### config.mk
export PLATFORM = sky130hd
export DESIGN_NAME = add_imp_frame_ctrl_flat
export DESIGN_NICKNAME = d
export VERILOG_FILES = /design/src/rtl/add_imp_pkg.sv /design/src/rtl/add_imp_frame_ctrl_if.sv /design/src/rtl/ADD_IMP.sv /design/src/rtl/add_imp_frame_ctrl.sv /design/src/flat_wrapper.sv
export SDC_FILE = /design/constraint.sdc
export NUM_CORES = 2
export LEC_CHECK = 0
export CORE_AREA = 2 2 298 300
export DETAILED_ROUTE_END_ITERATION = 12
export DIE_AREA = 0 0 300 302
export HOLD_SLACK_MARGIN = 0.12
export PLACE_DENSITY = 0.57
export SETUP_SLACK_MARGIN = 0.02
export SLEW_MARGIN = 20
export SYNTH_ARGS = -nofsm -noshare
export SYNTH_HDL_FRONTEND = slang
export SYNTH_SLANG_ARGS = --single-unit
export TNS_END_PERCENT = 5
### constraint.sdc
create_clock -name clk -period 9.93 [get_ports clk]
set_clock_uncertainty 0.1 [all_clocks]
set_input_delay 1.986 -clock clk [delete_from_list [all_inputs] [get_ports clk]]
set_output_delay 1.986 -clock clk [all_outputs]
set_load 0.01 [all_outputs]
### src/rtl/add_imp_pkg.sv
// Shared widths, FSM state type and bound helper for the ADD_IMP frame sequencer.
package add_imp_pkg;

  localparam int OP_W    = 4;
  localparam int NUM_OPS = 128;
  localparam int SUM_W   = 11;
  localparam int CNT_W   = 8;

  typedef enum logic [1:0] {
    IDLE,
    FILL,
    SETTLE,
    HOLD
  } state_t;

  // Largest total the tree can ever produce: every slot at its maximum nibble.
  function automatic logic [SUM_W-1:0] max_sum();
    return SUM_W'(NUM_OPS * (2 ** OP_W - 1));
  endfunction

endpackage

### src/rtl/add_imp_frame_ctrl_if.sv
// Operand stream in and sum stream out of the ADD_IMP frame sequencer.
interface add_imp_frame_ctrl_if;
  import add_imp_pkg::*;

  logic             in_valid;
  logic [OP_W-1:0]  in_data;
  logic             in_last;
  logic             in_ready;
  logic             sum_valid;
  logic [SUM_W-1:0] sum_data;
  logic             sum_ready;
  logic             short_frame;

  modport master (
    output in_valid, in_data, in_last, sum_ready,
    input  in_ready, sum_valid, sum_data, short_frame
  );

  modport slave (
    input  in_valid, in_data, in_last, sum_ready,
    output in_ready, sum_valid, sum_data, short_frame
  );

endinterface

### src/rtl/ADD_IMP.sv
// Combinational 128-operand, 4-bit adder tree producing an 11-bit total.
module ADD_IMP (
  input  logic [3:0]  a1,   a2,   a3,   a4,   a5,   a6,   a7,   a8,   a9,   a10,  a11,  a12,  a13,  a14,  a15,  a16,
  input  logic [3:0]  a17,  a18,  a19,  a20,  a21,  a22,  a23,  a24,  a25,  a26,  a27,  a28,  a29,  a30,  a31,  a32,
  input  logic [3:0]  a33,  a34,  a35,  a36,  a37,  a38,  a39,  a40,  a41,  a42,  a43,  a44,  a45,  a46,  a47,  a48,
  input  logic [3:0]  a49,  a50,  a51,  a52,  a53,  a54,  a55,  a56,  a57,  a58,  a59,  a60,  a61,  a62,  a63,  a64,
  input  logic [3:0]  a65,  a66,  a67,  a68,  a69,  a70,  a71,  a72,  a73,  a74,  a75,  a76,  a77,  a78,  a79,  a80,
  input  logic [3:0]  a81,  a82,  a83,  a84,  a85,  a86,  a87,  a88,  a89,  a90,  a91,  a92,  a93,  a94,  a95,  a96,
  input  logic [3:0]  a97,  a98,  a99,  a100, a101, a102, a103, a104, a105, a106, a107, a108, a109, a110, a111, a112,
  input  logic [3:0]  a113, a114, a115, a116, a117, a118, a119, a120, a121, a122, a123, a124, a125, a126, a127, a128,
  output logic [10:0] sum
);

  logic [3:0] ops [128];

  assign ops = '{a1,   a2,   a3,   a4,   a5,   a6,   a7,   a8,   a9,   a10,  a11,  a12,  a13,  a14,  a15,  a16,
                 a17,  a18,  a19,  a20,  a21,  a22,  a23,  a24,  a25,  a26,  a27,  a28,  a29,  a30,  a31,  a32,
                 a33,  a34,  a35,  a36,  a37,  a38,  a39,  a40,  a41,  a42,  a43,  a44,  a45,  a46,  a47,  a48,
                 a49,  a50,  a51,  a52,  a53,  a54,  a55,  a56,  a57,  a58,  a59,  a60,  a61,  a62,  a63,  a64,
                 a65,  a66,  a67,  a68,  a69,  a70,  a71,  a72,  a73,  a74,  a75,  a76,  a77,  a78,  a79,  a80,
                 a81,  a82,  a83,  a84,  a85,  a86,  a87,  a88,  a89,  a90,  a91,  a92,  a93,  a94,  a95,  a96,
                 a97,  a98,  a99,  a100, a101, a102, a103, a104, a105, a106, a107, a108, a109, a110, a111, a112,
                 a113, a114, a115, a116, a117, a118, a119, a120, a121, a122, a123, a124, a125, a126, a127, a128};

  always_comb begin
    sum = '0;
    for (int i = 0; i < 128; i++) sum = sum + 11'(ops[i]);
  end

endmodule

### src/rtl/add_imp_frame_ctrl.sv
// Collects a frame of nibbles into the operand bank, lets the ADD_IMP tree settle,
// then registers the total and hands it out over a valid/ready handshake.
module add_imp_frame_ctrl
  import add_imp_pkg::*;
#(
  parameter int SETTLE_CYC = 2
) (
  input  logic                 clk,
  input  logic                 rst_n,
  input  logic                 abort,
  add_imp_frame_ctrl_if.slave  bus,
  output logic                 busy,
  output logic [CNT_W-1:0]     op_count
);

  localparam logic [3:0]       SETTLE_LOAD = 4'(SETTLE_CYC);
  localparam logic [CNT_W-1:0] LAST_IDX    = CNT_W'(NUM_OPS - 1);
  localparam logic [CNT_W-1:0] FULL_CNT    = CNT_W'(NUM_OPS);

  state_t           state;
  logic [OP_W-1:0]  bank [NUM_OPS];
  logic [3:0]       settle_cnt;
  logic [SUM_W-1:0] tree_sum;
  logic             accept;
  logic             bank_we;
  logic             bank_clr;

  assign accept = bus.in_valid && bus.in_ready;

  always_comb begin
    bank_we  = 1'b0;
    bank_clr = 1'b0;
    case (state)
      IDLE, FILL: begin
        bank_clr = abort;
        bank_we  = accept && !abort;
      end
      SETTLE:  bank_clr = abort;
      HOLD:    bank_clr = bus.sum_ready;
      default: bank_clr = 1'b1;
    endcase
  end

  always_ff @(posedge clk or negedge rst_n) begin
    if (!rst_n) begin
      for (int i = 0; i < NUM_OPS; i++) bank[i] <= '0;
    end else if (bank_clr) begin
      for (int i = 0; i < NUM_OPS; i++) bank[i] <= '0;
    end else if (bank_we) begin
      bank[op_count[6:0]] <= bus.in_data;
    end
  end

  // Settle counter is loaded with SETTLE_CYC so the bank-stable cycle is not
  // counted as settle time; capture lands SETTLE_CYC+1 edges after the last beat.
  always_ff @(posedge clk or negedge rst_n) begin
    if (!rst_n) begin
      state           <= IDLE;
      op_count        <= '0;
      settle_cnt      <= '0;
      busy            <= 1'b0;
      bus.in_ready    <= 1'b0;
      bus.sum_valid   <= 1'b0;
      bus.sum_data    <= '0;
      bus.short_frame <= 1'b0;
    end else begin
      case (state)
        IDLE, FILL: begin
          if (abort) begin
            state        <= IDLE;
            op_count     <= '0;
            settle_cnt   <= '0;
            busy         <= 1'b0;
            bus.in_ready <= 1'b1;
          end else if (accept) begin
            op_count <= op_count + CNT_W'(1);
            busy     <= 1'b1;
            if (bus.in_last || op_count == LAST_IDX) begin
              state        <= SETTLE;
              settle_cnt   <= SETTLE_LOAD;
              bus.in_ready <= 1'b0;
            end else begin
              state <= FILL;
            end
          end else begin
            bus.in_ready <= 1'b1;
          end
        end
        SETTLE: begin
          if (abort) begin
            state        <= IDLE;
            op_count     <= '0;
            settle_cnt   <= '0;
            busy         <= 1'b0;
            bus.in_ready <= 1'b1;
          end else if (settle_cnt == '0) begin
            state           <= HOLD;
            bus.sum_valid   <= 1'b1;
            bus.sum_data    <= tree_sum;
            bus.short_frame <= (op_count < FULL_CNT);
          end else begin
            settle_cnt <= settle_cnt - 4'd1;
          end
        end
        HOLD: begin
          if (bus.sum_ready) begin
            state           <= IDLE;
            op_count        <= '0;
            busy            <= 1'b0;
            bus.in_ready    <= 1'b1;
            bus.sum_valid   <= 1'b0;
            bus.short_frame <= 1'b0;
          end
        end
        default: begin
          state         <= IDLE;
          op_count      <= '0;
          settle_cnt    <= '0;
          busy          <= 1'b0;
          bus.in_ready  <= 1'b1;
          bus.sum_valid <= 1'b0;
        end
      endcase
    end
  end

  ADD_IMP u_tree (
    .a1  (bank[0]),   .a2  (bank[1]),   .a3  (bank[2]),   .a4  (bank[3]),   .a5  (bank[4]),   .a6  (bank[5]),   .a7  (bank[6]),   .a8  (bank[7]),
    .a9  (bank[8]),   .a10 (bank[9]),   .a11 (bank[10]),  .a12 (bank[11]),  .a13 (bank[12]),  .a14 (bank[13]),  .a15 (bank[14]),  .a16 (bank[15]),
    .a17 (bank[16]),  .a18 (bank[17]),  .a19 (bank[18]),  .a20 (bank[19]),  .a21 (bank[20]),  .a22 (bank[21]),  .a23 (bank[22]),  .a24 (bank[23]),
    .a25 (bank[24]),  .a26 (bank[25]),  .a27 (bank[26]),  .a28 (bank[27]),  .a29 (bank[28]),  .a30 (bank[29]),  .a31 (bank[30]),  .a32 (bank[31]),
    .a33 (bank[32]),  .a34 (bank[33]),  .a35 (bank[34]),  .a36 (bank[35]),  .a37 (bank[36]),  .a38 (bank[37]),  .a39 (bank[38]),  .a40 (bank[39]),
    .a41 (bank[40]),  .a42 (bank[41]),  .a43 (bank[42]),  .a44 (bank[43]),  .a45 (bank[44]),  .a46 (bank[45]),  .a47 (bank[46]),  .a48 (bank[47]),
    .a49 (bank[48]),  .a50 (bank[49]),  .a51 (bank[50]),  .a52 (bank[51]),  .a53 (bank[52]),  .a54 (bank[53]),  .a55 (bank[54]),  .a56 (bank[55]),
    .a57 (bank[56]),  .a58 (bank[57]),  .a59 (bank[58]),  .a60 (bank[59]),  .a61 (bank[60]),  .a62 (bank[61]),  .a63 (bank[62]),  .a64 (bank[63]),
    .a65 (bank[64]),  .a66 (bank[65]),  .a67 (bank[66]),  .a68 (bank[67]),  .a69 (bank[68]),  .a70 (bank[69]),  .a71 (bank[70]),  .a72 (bank[71]),
    .a73 (bank[72]),  .a74 (bank[73]),  .a75 (bank[74]),  .a76 (bank[75]),  .a77 (bank[76]),  .a78 (bank[77]),  .a79 (bank[78]),  .a80 (bank[79]),
    .a81 (bank[80]),  .a82 (bank[81]),  .a83 (bank[82]),  .a84 (bank[83]),  .a85 (bank[84]),  .a86 (bank[85]),  .a87 (bank[86]),  .a88 (bank[87]),
    .a89 (bank[88]),  .a90 (bank[89]),  .a91 (bank[90]),  .a92 (bank[91]),  .a93 (bank[92]),  .a94 (bank[93]),  .a95 (bank[94]),  .a96 (bank[95]),
    .a97 (bank[96]),  .a98 (bank[97]),  .a99 (bank[98]),  .a100(bank[99]),  .a101(bank[100]), .a102(bank[101]), .a103(bank[102]), .a104(bank[103]),
    .a105(bank[104]), .a106(bank[105]), .a107(bank[106]), .a108(bank[107]), .a109(bank[108]), .a110(bank[109]), .a111(bank[110]), .a112(bank[111]),
    .a113(bank[112]), .a114(bank[113]), .a115(bank[114]), .a116(bank[115]), .a117(bank[116]), .a118(bank[117]), .a119(bank[118]), .a120(bank[119]),
    .a121(bank[120]), .a122(bank[121]), .a123(bank[122]), .a124(bank[123]), .a125(bank[124]), .a126(bank[125]), .a127(bank[126]), .a128(bank[127]),
    .sum (tree_sum)
  );

  a_sum_bound: assert property (@(posedge clk) disable iff (!rst_n)
    bus.sum_valid |-> bus.sum_data <= max_sum());
  a_count_bound: assert property (@(posedge clk) disable iff (!rst_n)
    op_count <= FULL_CNT);

endmodule

### src/flat_wrapper.sv
// flat-port wrapper written by rule: the top's interface ports become plain ports
module add_imp_frame_ctrl_flat import add_imp_pkg::*;
#(
  parameter int SETTLE_CYC = 2
)
  (clk, rst_n, abort, busy, op_count, bus_in_valid, bus_in_data, bus_in_last, bus_sum_ready, bus_in_ready, bus_sum_valid, bus_sum_data, bus_short_frame);
  add_imp_frame_ctrl_if bus_i ();
  input  logic clk;
  input  logic rst_n;
  input  logic abort;
  output logic busy;
  output logic [CNT_W-1:0] op_count;
  input wire logic [$bits(bus_i.in_valid)-1:0] bus_in_valid;
  input wire logic [$bits(bus_i.in_data)-1:0] bus_in_data;
  input wire logic [$bits(bus_i.in_last)-1:0] bus_in_last;
  input wire logic [$bits(bus_i.sum_ready)-1:0] bus_sum_ready;
  output wire logic [$bits(bus_i.in_ready)-1:0] bus_in_ready;
  output wire logic [$bits(bus_i.sum_valid)-1:0] bus_sum_valid;
  output wire logic [$bits(bus_i.sum_data)-1:0] bus_sum_data;
  output wire logic [$bits(bus_i.short_frame)-1:0] bus_short_frame;
  assign bus_i.in_valid = bus_in_valid;
  assign bus_i.in_data = bus_in_data;
  assign bus_i.in_last = bus_in_last;
  assign bus_i.sum_ready = bus_sum_ready;
  assign bus_in_ready = bus_i.in_ready;
  assign bus_sum_valid = bus_i.sum_valid;
  assign bus_sum_data = bus_i.sum_data;
  assign bus_short_frame = bus_i.short_frame;
  add_imp_frame_ctrl #(.SETTLE_CYC(SETTLE_CYC)) u_core (.clk(clk), .rst_n(rst_n), .abort(abort), .bus(bus_i), .busy(busy), .op_count(op_count));
endmodule
Word-level counts from Yosys, hierarchy flattened:

Cells that the tools add are included.

* input bits: 10
* output and inout bits: 23
* word-level logic and storage cells: 343
* bits in registers: 541

* equal/unequal tests: 13
* reductions and logical operators: 18
* $add $sub $neg: 129
* $lt $le $gt $ge: 3
* bitwise operators: 2
* muxes and demuxes: 42

Operators with widths (number)
* 11-bit by 4-bit adder with 11-bit output: 120
* 512-bit 2-to-1 mux: 2
* 512-bit bitwise mux: 1
* 8-bit 2-to-1 mux: 4
* 4-bit demux with 7-bit select: 1
* 4-bit 2-to-1 mux: 6
* 8-bit case mux with 3 select lines: 1
* 1-bit 2-to-1 mux: 14
* 2-bit 2-to-1 mux: 6
* 3-bit AND reduction: 4
* 10-bit by 4-bit adder with 11-bit output: 1
* 9-bit by 4-bit adder with 10-bit output: 1
* 8-bit by 4-bit adder with 9-bit output: 1
* 3-bit by 2-bit != test with 1-bit output, second input constant: 3
* 7-bit by 4-bit adder with 8-bit output: 1
* 8-bit by 1-bit adder with 8-bit output, second input constant: 1
* 8-bit by 7-bit equality test with 1-bit output, second input constant: 1
* 8-bit >= comparator, second input constant: 1
* 8-bit by 1-bit less-than comparator with 1-bit output, second input constant: 1
* 8-bit less-than comparator, second input constant: 1
* 7-bit inverter with 8-bit output: 1
* 4-bit case mux with 2 select lines: 1
* 4-bit AND reduction: 2
* 6-bit by 4-bit adder with 7-bit output: 1
* 21 further kinds: 31

Longest topological paths before layout:

* depth in word-level cells: 127
* depth in mapped cells: 30

Modules after synthesis:

A second synthesis with hierarchy kept.

* cells, all modules: 3574
* area total of the unflattened synthesis: 37151.9 um^2

By module, submodules not included
* add_imp_frame_ctrl: sequential area each 13538.0 um^2, times used 1, cells an instance 2121, area an instance 21974.8 um^2
* ADD_IMP: sequential area each 0.0 um^2, times used 1, cells an instance 1453, area an instance 15177.1 um^2

Worst setup path before layout:

Ideal clock, no wire load.

* path type: register to register
* start point: reg u_core.bank[474] in the netlist's numbering
* end point: reg u_core.bus.sum_data[10]
* clock period less this slack: 7661 ps
* required time: 9697 ps
* setup time: 133 ps
* cell stages (with the launch flop): 28
* slack: 2269 ps
* arrival time: 7428 ps
* buffers on the path: 0
* cell sequence: dfrtp_1 > fa_1 > inv_1 > fa_1 > inv_1 > fa_1 > inv_1 > fa_1 > inv_1 > fa_1 > fa_1 > inv_1 > fa_1 > fa_1 > inv_1 > fa_1 > inv_1 > fa_1 > fa_1 > inv_1 > ha_1 > inv_1 > fa_1 > nor2b_1 > o31ai_1 > a2bb2oi_1 > xnor2_1 > o21ai_0

* cells in the longest elaborated chain, start to end: 119

Ends and longest elaborated chain
* from (decl): RTL line add_imp_frame_ctrl.sv:21 `logic [OP_W-1:0] bank [NUM_OPS];`
* from (signal, indexed assignment): RTL line add_imp_frame_ctrl.sv:50 `bank[op_count[6:0]] <= bus.in_data;`
* 11-bit by 4-bit adder with 11-bit output (119 in a row): RTL line ADD_IMP.sv:27 `for (int i = 0; i < 128; i++) sum = sum + 11'(ops[i]);`
* to (signal assigned): RTL line add_imp_frame_ctrl.sv:99 `bus.sum_data <= tree_sum;`
* to (decl): RTL line add_imp_frame_ctrl_if.sv:21 `output in_ready, sum_valid, sum_data, short_frame`

No other way between the ends.
A chain may end at the register's enable or synchronous reset.

Worst setup path in the final report:

Ends and elaborated chain as after synthesis.

==> impl_metrics.ini <==
[clock_network]
cts.path.max_buffers = 3
cts_inserted_buffers = 67
h-tree-depth = 3
postCtsSetupRepairBufs = 0
clockRootBuffer = clkbuf_16
clkLatencyLatePin_ps = 620
ctsHoldBuffers = 0
cts_sinks = 541
clk_pin_slew_ps = 60
tritoncts = built
cts-resized-gates = 0

[yosys]
syn_inst = 4168
netlist_top_cells_area = dfrtp_1 35%, fa_1 28%, inv_1 8.1%, a21oi_1 6.6%, nand2_1 5.9%
synth.yosys.seq_area_share_pct = 34.63
synth.distinct_cells = 53
synth.top_cell.area_share_pct = 34.63
syn-mean-instance-area_sq_um = 9.379
async_reset_ff_share_pct = 100.0
synth_edf_count = 0
syn_area_sq_um = 39090
ys_seq_elements = 541
synth_top_cell_by_area = dfrtp_1
ys.flop_type = dfrtp_1
yosysWarnings = 0
synth_nets = 4813

[power]
pwr_density_cell_nw_per_um2 = 116.8
clkPwrFrac_pct = 49.2
p_int_mw = 3.684
p_sw_mw = 1.264
p_leak_nw = 19.04
p_seq_share_pct = 45.1
ir_drop_mv = 0.1073
comb_power_share_pct = 5.6
swShare_pct = 25.55

[die]
die_w_um = 300
pin_count = 33
start_util_pct = 44.65
rows = 109
die_area_sq_um = 90600
fp.dieH_um = 302
core_region_area_sq_um = 87560

[timing]
setup_viol = 0
hold_violations = 0
rsz0062_at_grt = false
tns_ps = 0
layout_min_cycle_time_ps = 8097
worst_pin_slew_ps = 1146
clock.fmax_ghz = 0.1235
fin_crit_sh_pct = 81.54
slew_viol_final = 0
slew-limit-headroom_pct = 23.62

[detailed_routing]
wl_met3_mm = 4.766
drt-total-wl_mm = 103.7
dr_wl_met2_mm = 48.78
route.vias.total = 27244
first_iter_violations = 2144
ant_nets = 0
first_pass_iters = 5
viasPerCell = 5.168
wl_met1_mm = 48.66
drc_errors = 0
top_layer_used = met4
wl_per_cell_um = 19.68

[critical_path]
slowest_delay_ps = 540
timing.critical_path.mode_cell = fa_1
critPathLaunchType = register
path_max_fanout = 3
slowest_stage = fa_1
crit_required_ps = 10290
critical_path.top_delay_family = adder cells
cp_num_buf_inv = 9
critical_path_class = register to register
end_kind = register
arrival_ps = 8450

[layout]
layout-drive-gt1-share_pct = 5.746
area_growth_pct = 8.373
multi_input_area_sq_um = 21350
n_fill_cell = 8336
nets = 4703
register_area_sq_um = 13540
antenna_cells = 0
finalCoreUtilization_pct = 48.39
final_cell_area_sq_um = 42360

[grt]
grt_pass1_wl_mm = 168.3
grt_use_total_pct = 23.94
grt.overflow.total = 0
grt_max_degree = 204
antenna_found_initial = 0
grt_pass1_vias = 28390

[place]
routabilityCongestion = 0.8384
hpwlAfterDp_mm = 69.48
io_buffers = 32
placed_area_sq_um = 40230

[min_path]
hp-class = register to register

[status]
status = finished, final reports clean

[job]
maxCapViolations = 0
[cells by family after synthesis]
| family | after synthesis | share of synthesized area, % |
|---|---|---|
| adders and majority gates | 635 | 30.91 |
| xor gates and xnor gates | 27 | 0.6049 |
| muxes | 8 | 0.2176 |
| AOI/OAI and AO/OA | 818 | 10.59 |
| and+or+nand+nor | 1034 | 12.07 |
| DFF | 541 | 34.63 |
| buffers and inverters | 1105 | 10.98 |
[power by group through the flow]
stage | clock network, mW | logic (mW) | registers, mW
final | 2.44 | 0.279 | 2.23
after global routing | 2.58 | 0.308 | 2.23
after CTS | 2.49 | 0.283 | 2.23
after detailed placement | 0 | 0.282 | 2.27
after global placement | 0 | 0.284 | 2.27
after floorplan | 0 | 0.147 | 2.27
[routing by layer]
metal / track usage (%) / vias up
met5: 0 / -
met4: 4.405 / 0
met3: 2.902 / 95
met2: 37.63 / 624
met1: 36.18 / 13989
li1: - / 12536
[per-stage QoR]
step	cells	total power [mW]	hold WS (ps)	worst slack [ps]
2_1_floorplan	4168	2.418	373.2	2269
3_3_place_gp	5154	2.556	366.7	1864
3_5_place_dp	5154	2.554	378.1	1867
4_1_cts	5272	5.001	391.2	1797
5_1_grt	5272	5.118	425.8	1411
6_report	5272	4.948	383.1	1833
[synthesized netlist by cell type, types with 2 or more instances]
cell	count
a211oi_1	3
a21o_1	2
a21oi_1	515
and4b_1	2
buf_1	16
buf_12	2
buf_2	52
buf_4	2
buf_6	5
clkbuf_1	181
dfrtp_1	541
fa_1	551
ha_1	84
inv_1	847
mux2_2	4
mux2i_1	4
nand2_1	614
nand2b_1	8
nand3_1	257
nand4_1	2
nor2_1	56
nor2_2	4
nor2_4	42
nor2b_1	6
nor3_1	8
nor3b_1	3
nor4_1	2
o21ai_0	286
o31ai_1	4
or2_2	16
or4b_1	2
xnor2_1	10
xor2_1	17
[worst paths after layout]
kind | start | slack (ps) | cells after the start | to
max | u_core.bank[474] | 1830 | 27 | u_core.bus.sum_data[10]
min | u_core.bus.sum_data[4] | 380 | 2 | u_core.bus.sum_data[4]
max reg2reg | u_core.bank[474] | 1830 | 27 | u_core.bus.sum_data[10]
min reg2reg | u_core.bus.sum_data[4] | 380 | 2 | u_core.bus.sum_data[4]
max in group asynchronous | rst_n | 6540 | 3 | u_core.bank[293]
min in group asynchronous | rst_n | 1280 | 1 | u_core.bank[45]
[flip-flops by register name (all words and copies together), names as in the netlist]
register                flops
u_core.settle_cnt           4
u_core.bus.sum_valid        1
u_core.bus.short_frame      1
u_core.bank               512
u_core.state                2
u_core.bus.in_ready         1
u_core.bus.sum_data        11
u_core.op_count             8
u_core.busy                 1
[cell usage in the layout, fill, tap and decap left out, types with 16 or more instances in the layout]
master / netlist / routed
o21ai_0: 286 / 286
inv_1: 847 / 847
nor2_1: 56 / 55
a21oi_1: 515 / 515
buf_4: 2 / 47
nand3_1: 257 / 257
ha_1: 84 / 84
xor2_1: 17 / 17
nand2_1: 614 / 614
clkdlybuf4s50_1: 0 / 27
or2_2: 16 / 16
fa_1: 551 / 551
clkbuf_8: 0 / 16
clkbuf_1: 181 / 16
dfrtp_1: 541 / 541
nor2_4: 42 / 42
clkbuf_16: 0 / 68
[cell type report]
type / count / share of cell area (%)
multi-input cells: 2522 / 50.39
flip-flops and latches: 541 / 31.96
inverters: 847 / 7.505
clock buffers: 100 / 4.678
well taps: 1165 / 3.441
repair buffers: 79 / 1.675
clock inverters: 18 / 0.3574
[worst reg2reg max path, delay by kind of cell (launching register included)]
family	cells	cell delay [ps]
fa+ha+maj	13	6220
xor+xnor	1	130
flops	1	400
compound gates	3	380
simple gates	1	170
buf+inv	9	560
No activity file was read; power rests on OpenSTA's default activity.
